===== config.mk =====
export PLATFORM = sky130hd
export DESIGN_NAME = pid_output_limiter
export DESIGN_NICKNAME = d
export VERILOG_FILES = /design/src/rtl/pid_output_limiter_pkg.sv /design/src/rtl/float_order_key.sv /design/src/rtl/pid_output_limiter.sv
export SDC_FILE = /design/constraint.sdc
export NUM_CORES = 1
export LEC_CHECK = 0
export BUFFER_PORTS_ARGS = -buffer_cell sky130_fd_sc_hd__clkbuf_2
export CAP_MARGIN = 20
export CORE_UTILIZATION = 38
export CTS_BUF_LIST = sky130_fd_sc_hd__clkbuf_4 sky130_fd_sc_hd__clkbuf_8 sky130_fd_sc_hd__clkbuf_16
export DETAILED_ROUTE_END_ITERATION = 12
export PLACE_DENSITY = 0.58
export SKIP_LAST_GASP = 1
export SYNTH_ARGS = -nofsm -noshare
export SYNTH_HDL_FRONTEND = slang
export SYNTH_SLANG_ARGS = --single-unit

===== constraint.sdc =====
create_clock -name clk -period 2.7 [get_ports clk]
set_input_delay 0.54 -clock clk [delete_from_list [all_inputs] [get_ports clk]]
set_output_delay 0.54 -clock clk [all_outputs]
set_load 0.005 [all_outputs]

===== src/rtl/pid_output_limiter_pkg.sv =====
// ----------------------------------------------------------------------------
// pid_output_limiter_pkg
// Shared definitions for the PID output limiter:
//   - FSM state encodings (IDLE, RUN, FLUSH)
//   - float_key(): maps an IEEE-754 single onto an unsigned-ordered key
//   - is_nan():    NaN detect (exponent all ones, mantissa nonzero)
// `SINGLE and `N_WindTurbine normally come from global_parameter.v; the
// fallbacks below only apply when that file is not part of the build.
// ----------------------------------------------------------------------------
`ifndef SINGLE
`define SINGLE 32
`endif
`ifndef N_WindTurbine
`define N_WindTurbine 4
`endif

package pid_output_limiter_pkg;

    localparam int FW = `SINGLE;

    typedef enum logic [1:0] {
        IDLE  = 2'd0,
        RUN   = 2'd1,
        FLUSH = 2'd2
    } state_t;

    // Negative floats order in reverse magnitude, so they are inverted;
    // positive floats get the top bit set so they rank above all negatives.
    function automatic logic [FW-1:0] float_key(input logic [FW-1:0] bits);
        return bits[FW-1] ? ~bits : (bits | {1'b1, {(FW-1){1'b0}}});
    endfunction

    function automatic logic is_nan(input logic [FW-1:0] bits);
        return (bits[30:23] == 8'hFF) && (bits[22:0] != 23'd0);
    endfunction

endpackage


===== src/rtl/float_order_key.sv =====
// ----------------------------------------------------------------------------
// float_order_key
// Combinational 32-bit order key for an IEEE-754 single, so that unsigned
// compares of keys match numeric order of the floats.
// Ports:
//   bits  in   FW  float input
//   key   out  FW  ordered key
// ----------------------------------------------------------------------------
module float_order_key
    import pid_output_limiter_pkg::*;
(
    input  logic [FW-1:0] bits,
    output logic [FW-1:0] key
);

    assign key = float_key(bits);

endmodule


===== src/rtl/pid_output_limiter.sv =====
// ----------------------------------------------------------------------------
// pid_output_limiter
// Frames N_CH PID output samples, clamps each to [YMIN, YMAX] using ordered
// float keys, and emits them two cycles later with their channel index.
// NaN samples become +0.0 and raise frame_err. Protocol errors (stray
// valid_in, sta mid-frame) also raise frame_err.
//
// Optional feature: define PID_LIMIT_STATUS_EN to keep a per-channel
// saturation bitmap on sat_flags; otherwise sat_flags is tied to 0.
//
// Ports:
//   clk        in   1      clock
//   rst_user   in   1      async active-high reset
//   sta        in   1      frame-start strobe, one cycle
//   valid_in   in   1      y_in valid
//   y_in       in   32     PID output sample, single float
//   y_out      out  32     clamped sample
//   valid_out  out  1      y_out valid
//   chan_out   out  CW     channel index of y_out
//   done_sig   out  1      one-cycle end-of-frame pulse
//   frame_err  out  1      one-cycle protocol/NaN error pulse
//   sat_flags  out  N_CH   per-channel saturation bitmap
// ----------------------------------------------------------------------------
`ifndef N_WindTurbine
`define N_WindTurbine 4
`endif

module pid_output_limiter
    import pid_output_limiter_pkg::*;
#(
    parameter int          N_CH = `N_WindTurbine,
    parameter logic [31:0] YMAX = 32'h3F800000,
    parameter logic [31:0] YMIN = 32'hBF800000,
    localparam int         CW   = (N_CH > 1) ? $clog2(N_CH) : 1
) (
    input  logic            clk,
    input  logic            rst_user,
    input  logic            sta,
    input  logic            valid_in,
    input  logic [31:0]     y_in,
    output logic [31:0]     y_out,
    output logic            valid_out,
    output logic [CW-1:0]   chan_out,
    output logic            done_sig,
    output logic            frame_err,
    output logic [N_CH-1:0] sat_flags
);

    localparam logic [CW-1:0] LAST = CW'(N_CH - 1);
    // Clamp limits are constants, so their keys are folded at elaboration.
    localparam logic [31:0]   KMAX = float_key(YMAX);
    localparam logic [31:0]   KMIN = float_key(YMIN);

    // ------------------------------------------------------------------
    // Frame FSM
    // ------------------------------------------------------------------
    state_t        state_q, state_d;
    logic [CW-1:0] cnt_q, cnt_d;
    logic          flush_q, flush_d;
    logic          accept, last, abort, proto_err;

    always_ff @(posedge clk or posedge rst_user) begin
        if (rst_user) begin
            state_q <= IDLE;
            cnt_q   <= '0;
            flush_q <= 1'b0;
        end else begin
            state_q <= state_d;
            cnt_q   <= cnt_d;
            flush_q <= flush_d;
        end
    end

    // A cycle carrying sta never accepts a sample, whatever the state.
    always_comb begin
        state_d   = state_q;
        cnt_d     = cnt_q;
        flush_d   = flush_q;
        accept    = 1'b0;
        last      = 1'b0;
        abort     = 1'b0;
        proto_err = 1'b0;
        case (state_q)
            IDLE: begin
                if (sta) begin
                    state_d   = RUN;
                    cnt_d     = '0;
                    proto_err = valid_in;
                end else if (valid_in) begin
                    proto_err = 1'b1;
                end
            end
            RUN: begin
                if (sta) begin
                    abort     = 1'b1;
                    proto_err = 1'b1;
                    cnt_d     = '0;
                end else if (valid_in) begin
                    accept = 1'b1;
                    if (cnt_q == LAST) begin
                        // Counter parks on the last channel; no wrap.
                        last    = 1'b1;
                        state_d = FLUSH;
                        flush_d = 1'b0;
                    end else begin
                        cnt_d = cnt_q + 1'b1;
                    end
                end
            end
            FLUSH: begin
                if (sta) begin
                    abort     = 1'b1;
                    proto_err = 1'b1;
                    state_d   = RUN;
                    cnt_d     = '0;
                end else begin
                    proto_err = valid_in;
                    flush_d   = 1'b1;
                    if (flush_q) state_d = IDLE;
                end
            end
            default: state_d = IDLE;
        endcase
    end

    // ------------------------------------------------------------------
    // Two-stage datapath: stage 1 captures, stage 2 clamps and drives out
    // ------------------------------------------------------------------
    logic [1:0]    vld_pipe;
    logic [31:0]   s1_y;
    logic [CW-1:0] s1_chan;
    logic          s1_last;

    always_ff @(posedge clk or posedge rst_user) begin
        if (rst_user) begin
            s1_y    <= '0;
            s1_chan <= '0;
            s1_last <= 1'b0;
        end else if (accept) begin
            s1_y    <= y_in;
            s1_chan <= cnt_q;
            s1_last <= last;
        end
    end

    logic [31:0] s1_key, y_clamp;
    logic        nan1, hi, lo, clamped;

    float_order_key u_key (
        .bits (s1_y),
        .key  (s1_key)
    );

    always_comb begin
        nan1    = is_nan(s1_y);
        hi      = s1_key > KMAX;
        lo      = s1_key < KMIN;
        clamped = !nan1 && (hi || lo);
        y_clamp = s1_y;
        if (nan1)    y_clamp = 32'h00000000;
        else if (hi) y_clamp = YMAX;
        else if (lo) y_clamp = YMIN;
    end

    always_ff @(posedge clk or posedge rst_user) begin
        if (rst_user) begin
            vld_pipe  <= '0;
            y_out     <= '0;
            chan_out  <= '0;
            done_sig  <= 1'b0;
            frame_err <= 1'b0;
        end else begin
            vld_pipe  <= {vld_pipe[0], accept};
            // An abort landing while the last sample is in flight
            // cancels that frame's done pulse.
            done_sig  <= vld_pipe[0] && s1_last && !abort;
            frame_err <= (vld_pipe[0] && nan1) || proto_err;
            if (vld_pipe[0]) begin
                y_out    <= y_clamp;
                chan_out <= s1_chan;
            end
        end
    end

    assign valid_out = vld_pipe[1];

    // ------------------------------------------------------------------
    // Saturation bitmap (optional)
    // ------------------------------------------------------------------
`ifdef PID_LIMIT_STATUS_EN
    logic [N_CH-1:0] sat_q;

    // NaN samples neither clamp nor pass, so they leave the flag alone.
    always_ff @(posedge clk or posedge rst_user) begin
        if (rst_user) begin
            sat_q <= '0;
        end else if (vld_pipe[0] && !nan1) begin
            sat_q[s1_chan] <= clamped;
        end
    end

    assign sat_flags = sat_q;
`else
    assign sat_flags = '0;
`endif

endmodule


==> metrics.csv, run 1 <==
stage,metric,value,unit
status,outcome,completed,
global_route,number of global-route vias before repair,2495,
route,Max Used Layer,met4,
run,Max-cap violations,0,
synthesis,Post-synth EDFFs,0,
final_layout,Final Util,46.2,%
timing,WHS,135,ps
route,First DRT Iteration DRCs,97,
die,Die Span Y,98.9,um
synthesis,top-area cell type share of the netlist area,54.7,%
timing,Setup WS post-layout,376,ps
final_layout,Syn-to-layout area delta,18.3,%
timing,final hold violations,0,
critical_path,CP Launch Type,flip-flop,
timing,TNS Setup,0,ps
power,Power Dens Cells,1070,nW/um^2
synthesis,commonest cells in the synthesized netlist,"78 x dfrtp_1, 31 x mux2_2, 25 x nor2b_1, 23 x a41o_1, 16 x clkbuf_1",
critical_path,R2R setup slack,380,ps
cts,Clock Latency Late Sink,350,ps
route,number of vias per cell,5.30,
cts,post-CTS resize count,0,
route,Metal-1 WL,3.62,mm
power,total power,4.53,mW
timing,Tmin final,2320,ps
critical_path,crit-path max FO,23,
power,clock share of power,18.6,%
critical_path,CP Class,reg2reg,
final_layout,layout net count,412,
timing,RSZ-0062 raised after global routing,no,
critical_path,Worst setup EP type,flip-flop,
die,core area,9150,sq um
route,WL/cell,15.9,um
cts,Clock Path Buffers,2,
global_route,gr ovfl total,0,
timing,slew margin rel.,62.8,%
cts,Root Driver,clkbuf_8,
global_route,first-pass GRT wire length,12.8,mm
synthesis,"Primary FF master, synth",dfrtp_1,
synthesis,"Seq/Total Area, Yosys",54.7,%
die,Starting Density,39.0,%
synthesis,largest area contributor in the netlist,dfrtp_1,
critical_path,Reg-to-Reg Start,s1_y[23],
placed_design,pre-CTS setup slack,398,ps
timing,Worst-Margin Slew,552,ps
critical_path,WP data required,2980,ps
timing,Final Slew Violations,0,
route,Final ANT Viol Nets,0,
timing,Worst Clk Skew,15.1,ps
placed_design,Port Buffers,72,
power,Int Pwr,2.94,mW
synthesis,Yosys warning count,0,
synthesis,Synth area leaders,"dfrtp_1 55%, mux2_2 9.8%, a41o_1 6.4%",
synthesis,Synth cell types,45,
power,P_leak,2.20,nW
critical_path,crit path DAT,2610,ps
route,met2 wire len,3.67,mm
timing,crit share post-route,86.1,%
placed_design,GP Congestion,0.815,
power,peak supply drop,0.371,mV
critical_path,Reg2Reg Capture Point,y_out[2],
cts,CTS tree,yes,
global_route,largest net degree at the start of global routing,58,
power,sequential share of power,46.4,%
cts,postcts setup bufs,0,
synthesis,Syn Inst Count,299,
final_layout,# diodes,0,
route,via count,2574,
power,net switching power,1.59,mW
synthesis,syn_area_per_cell,11.9,sq um
power,combinational power share,35.0,%
cts,"Reg clk slew, reported paths",90,ps
die,Die X,98.9,um
route,met3 wire len,364,um
cts,CTS Hold Buffers Added,0,
synthesis,Post-synth ARST share,100,%
synthesis,Post-Syn Area,3570,sq um
timing,FMAX,0.430,GHz
route,total length of routed wires,7.71,mm
global_route,initial antenna violation count,0,
route,Pre-antenna DRT Iters,4,
power,Sw Ratio,35.1,%
min_path,hold crit path type,in2async,
die,FP Rows,35,
synthesis,Synth Register Bits,78,
placed_design,post-detail-place hpwl,5.37,mm
timing,Final setup viols,0,
critical_path,r2r worst-path depth,6,
route,DRC Markers,0,
die,IO Pins,77,
cts,CTS H-tree depth,3,
global_route,all-layer global routing usage,16.9,%
die,die area,9790,sq um
synthesis,top-count cell post-synth,dfrtp_1,
cts,clock sinks,78,
final_layout,layout cells sized above 1,36.0,%
cts,clock buffer count from CTS,9,
[critical path, cell delays in order, from the launching register on]
cell and delay, ps:
dfrtp_1 420, or4b_1 550, a211oi_2 270, nor3b_4 390, or2_1 150, buf_4 260
a41o_1 210
[stage by stage]
step	instance area [sq um]	instances
after CTS	4230	486
final	4230	486
after global routing	4230	486
after detailed placement	4040	471
after global placement	4040	471
after floorplan	3580	302
[layout by cell type, fill, tap and decap left out, types with 4 or more instances in the layout]
cell type	count
buf_4	9
ha_1	5
a41o_1	23
dfrtp_1	77
nand2_1	13
clkbuf_2	72
a211oi_1	7
nor2_1	11
nor4_1	5
a21oi_1	8
conb_1	4
mux2_2	31
o211a_1	7
clkbuf_8	9
nor2b_1	25
inv_1	12
nor3_1	4
o21ai_0	10
[cell families (layout without fill, tap and decap cells)]
family	Yosys count	in the layout	synth area share (%)
other	1	4	0.105
muxes	31	31	9.78
buffers and inverters	37	110	5.15
adders and majority gates	5	5	1.75
DFF	78	78	54.7
and+or+nand+nor	77	77	12.5
AOI/OAI and AO/OA	70	70	16.0
[power groups by stage]
| stage | registers, mW | clock network (mW) | logic (mW) |
|---|---|---|---|
| 2_1_floorplan | 2.01 | 0 | 1.13 |
| 3_3_place_gp | 2.12 | 0 | 1.57 |
| 3_5_place_dp | 2.13 | 0 | 1.60 |
| 4_1_cts | 2.11 | 0.879 | 1.61 |
| 5_1_grt | 2.18 | 0.923 | 1.77 |
| 6_report | 2.10 | 0.841 | 1.58 |
[metal layers]
| layer | GRT usage [%] | vias up |
|---|---|---|
| met5 | 0 | - |
| met4 | 5.28 | 0 |
| met3 | 4.33 | 6 |
| met2 | 26.0 | 68 |
| met1 | 23.5 | 1266 |
| li1 | - | 1234 |
[worst max path at each step]
stage	from	to	slack (ps)	depth (start not counted)
floorplan	rst_user	chan_out[0]	160	1
global placement	s1_y[23]	y_out[2]	470	6
detailed placement	s1_y[8]	y_out[2]	400	7
CTS	s1_y[8]	y_out[1]	370	7
global route	s1_y[4]	y_out[20]	120	6
finish	s1_y[23]	y_out[2]	380	6
[area by class of cell]
class,instances,area [sq um]
Fill cell,862,4930
Sequential cell,78,1950
Multi-Input combinational cell,187,1450
Timing Repair Buffer,82,448
Tap cell,111,139
Clock buffer,9,124
Clock inverter,6,63.8
Inverter,13,50.0
[flip-flops by register name, summed over array words and instances (netlist names)]
register,count
s1_y,32
y_out,32
chan_out,2
cnt_q,2
s1_chan,2
state_q,2
vld_pipe,2
done_sig,1
flush_q,1
frame_err,1
s1_last,1
Power figures use the tool's default switching activity.
==> run 2: changes to the inputs <==
Settings changed: ABC_AREA from default to 1, CAP_MARGIN 20 to default, GPL_TIMING_DRIVEN from default to 0, PLACE_DENSITY 0.58 to 0.57.
==> metrics.csv, run 2 <==
stage,metric,value,unit,change
final_layout,"commonest non-fill, non-tap cell in the layout",nand2_1,,
die,die area,11200,sq um,+15%
timing,Final Slew Violations,0,,unchanged
die,Die Span Y,106,um,+7.1%
die,Starting Density,39.4,%,+0.43 points
route,DRC Markers,0,,unchanged
critical_path,R2R setup slack,490,ps,+120 ps
synthesis,top-count cell post-synth,nand2_1,,
cts,"Reg clk slew, reported paths",80,ps,about the same
power,peak supply drop,0.430,mV,+16%
timing,Tmin final,2210,ps,-118 ps
critical_path,WP data required,2940,ps,-40 ps
status,outcome,completed,,
synthesis,Post-Syn Area,4110,sq um,+15%
synthesis,commonest cells in the synthesized netlist,"265 x nand2_1, 78 x dfrtp_1, 48 x inv_1, 40 x o21ai_0, 28 x nand4_1",,
synthesis,largest area contributor in the netlist,dfrtp_1,,
synthesis,Synth area leaders,"dfrtp_1 48%, nand2_1 24%, o21ai_0 4.9%",,
cts,clock sinks,78,,unchanged
critical_path,Reg-to-Reg Start,state_q[1],,
min_path,hold crit path type,in2async,,
power,Power Dens Cells,1150,nW/um^2,+6.9%
synthesis,syn_area_per_cell,7.27,sq um,-39%
timing,RSZ-0062 raised after global routing,no,,
critical_path,Reg2Reg Capture Point,s1_y[23],,
critical_path,crit-path max FO,10,,-57%
synthesis,Simple-Gate Fraction of Synth Area,33.8,%,+21 points
global_route,gr ovfl total,0,,unchanged
final_layout,Regs by FF count,"s1_y (32), y_out (32)",,
synthesis,Post-synth ARST share,100,%,unchanged
route,via count,3810,,+48%
timing,FMAX,0.453,GHz,+5.4%
synthesis,Synth Area in Adders,1.52,%,-0.23 points
synthesis,"Seq/Total Area, Yosys",47.5,%,-7.2 points
cts,CTS tree,yes,,
die,core area,10400,sq um,+14%
synthesis,Synth Register Bits,78,,unchanged
route,number of vias per cell,4.81,,-9.2%
cts,post-CTS resize count,0,,unchanged
cts,Clock Path Buffers,2,,unchanged
critical_path,Worst setup EP type,flip-flop,,
power,P_leak,2.63,nW,+20%
placed_design,Port Buffers,72,,unchanged
timing,final hold violations,0,,unchanged
synthesis,Synth Area in Compound Gates,7.22,%,-8.8 points
timing,crit share post-route,81.7,%,-4.4 points
route,total length of routed wires,10.8,mm,+40%
final_layout,FILL cells,1091,,+27%
cts,CTS H-tree depth,3,,unchanged
synthesis,top-area cell type share of the netlist area,47.5,%,-7.2 points
global_route,number of global-route vias before repair,3818,,+53%
global_route,largest net degree at the start of global routing,41,,-29%
global_route,all-layer global routing usage,21.1,%,+4.1 points
die,IO Pins,77,,unchanged
route,First DRT Iteration DRCs,196,,+100%
timing,Worst Clk Skew,12.3,ps,-2.77 ps
route,Pre-antenna DRT Iters,5,,+1
final_layout,Final Util,46.7,%,+0.55 points
timing,Final setup viols,0,,unchanged
cts,CTS Hold Buffers Added,0,,unchanged
synthesis,Synth cell types,29,,-36%
route,WL/cell,13.6,um,-14%
critical_path,CP Launch Type,flip-flop,,
synthesis,Syn Inst Count,565,,+89%
global_route,first-pass GRT wire length,18.3,mm,+42%
final_layout,"commonest cells after routing, fill and taps aside","265 x nand2_1, 78 x dfrtp_1, 72 x clkbuf_2, 47 x inv_1, 40 x o21ai_0",,
final_layout,layout cells sized above 1,17.2,%,-19 points
final_layout,cell area after layout,4870,sq um,+15%
die,Die X,106,um,+7.1%
route,Final ANT Viol Nets,0,,unchanged
final_layout,FF+latch area,1950,sq um,about the same
global_route,initial antenna violation count,0,,unchanged
critical_path,CP Class,reg2reg,,
cts,postcts setup bufs,0,,unchanged
timing,WHS,190,ps,+54.9 ps
timing,Worst-Margin Slew,592,ps,+39.1 ps
critical_path,r2r worst-path depth,9,,+3
synthesis,main combinational cell family by area after synthesis,simple AND/OR/NAND/NOR gates,,
run,Max-cap violations,0,,unchanged
placed_design,GP Congestion,0.876,,+7.4%
cts,Clock Latency Late Sink,380,ps,+30 ps
synthesis,"Primary FF master, synth",dfrtp_1,,
final_layout,Syn-to-layout area delta,18.4,%,about the same
synthesis,XOR/XNOR Fraction of Synth Area,0.213,%,+0.21 points
die,FP Rows,37,,+5.7%
synthesis,Yosys warning count,0,,unchanged
critical_path,crit path DAT,2450,ps,-160 ps
cts,clock buffer count from CTS,9,,unchanged
placed_design,DP Area,4670,sq um,+16%
timing,slew margin rel.,60.6,%,-2.3 points
cts,Root Driver,clkbuf_8,,
synthesis,mux cell area share after synthesis,0,%,-9.8 points
final_layout,multi-input combinational cell area,1770,sq um,+22%
final_layout,layout net count,693,,+68%
final_layout,# diodes,0,,unchanged
placed_design,post-detail-place hpwl,7.95,mm,+48%
synthesis,Post-synth EDFFs,0,,unchanged
power,total power,5.57,mW,+23%
-- run 2: cell count changes after synthesis, moves of 11 or more --
cell,change
nand3_1,+11
a41o_1,-23
nor2b_1,-25
o21ai_0,+30
nor2_1,+16
nand2_1,+252
inv_1,+35
mux2_2,-31
nand4_1,+25
-- run 2: cell families (layout without fill, tap and decap cells) --
kind of cell | count (synthesis) | after routing
xor+xnor | 1 | 1
compound gates | 55 | 55
simple gates | 343 | 343
fa+ha+maj | 5 | 5
other cells | 1 | 4
flops | 78 | 78
buf+inv | 82 | 170
-- run 2: worst max-delay path, stage by stage, from the launching register on --
cell      delay, ps
dfrtp_1         420
inv_1           120
ha_1            200
inv_1            60
nor2_1          130
nand2_1         160
inv_1           130
buf_2           250
clkbuf_1        460
o21ai_0         160
-- run 2: worst max path at each step --
stage | cells after the start | to | slack [ps] | start
floorplan | 1 | chan_out[0] | 160 | rst_user
global placement | 2 | y_out[13] | -850 | rst_user
detailed placement | 9 | s1_y[23] | 480 | state_q[1]
CTS | 9 | s1_y[23] | 470 | state_q[1]
global route | 9 | s1_y[17] | 250 | state_q[1]
finish | 9 | s1_y[23] | 490 | state_q[1]
-- run 2: layer usage --
layer	global-route usage [%]	wire, um	vias up
met5	0	0	-
met4	8.83	237	0
met3	4.97	508	17
met2	32.3	4830	94
met1	28.5	5180	1758
li1	-	-	1941
-- run 2: cell type report --
| cell class | instances | area share (%) |
|---|---|---|
| clock buffers | 11 | 2.98 |
| well taps | 136 | 3.50 |
| repair buffers | 73 | 7.82 |
| flip-flops and latches | 78 | 40.1 |
| multi-input cells | 408 | 36.4 |
| plain buffers | 32 | 4.22 |
| inverters | 50 | 3.96 |
| clock inverters | 4 | 0.977 |
-- run 2: power by group --
part	switching (mW)	leakage [nW]	total [mW]	internal [mW]
clock	0.438	0.0986	0.893	0.454
sequential	0.381	0.983	2.07	1.69
combinational	1.61	1.55	2.61	0.995
total	2.43	2.63	5.57	3.14
-- run 2: stage by stage --
step	setup WS [ps]	cells	setup TNS (ps)
global route	251	792	0
CTS	472	792	0
global placement	-851	776	-65970
finish	494	792	0
detailed placement	481	777	0
floorplan	165	568	0
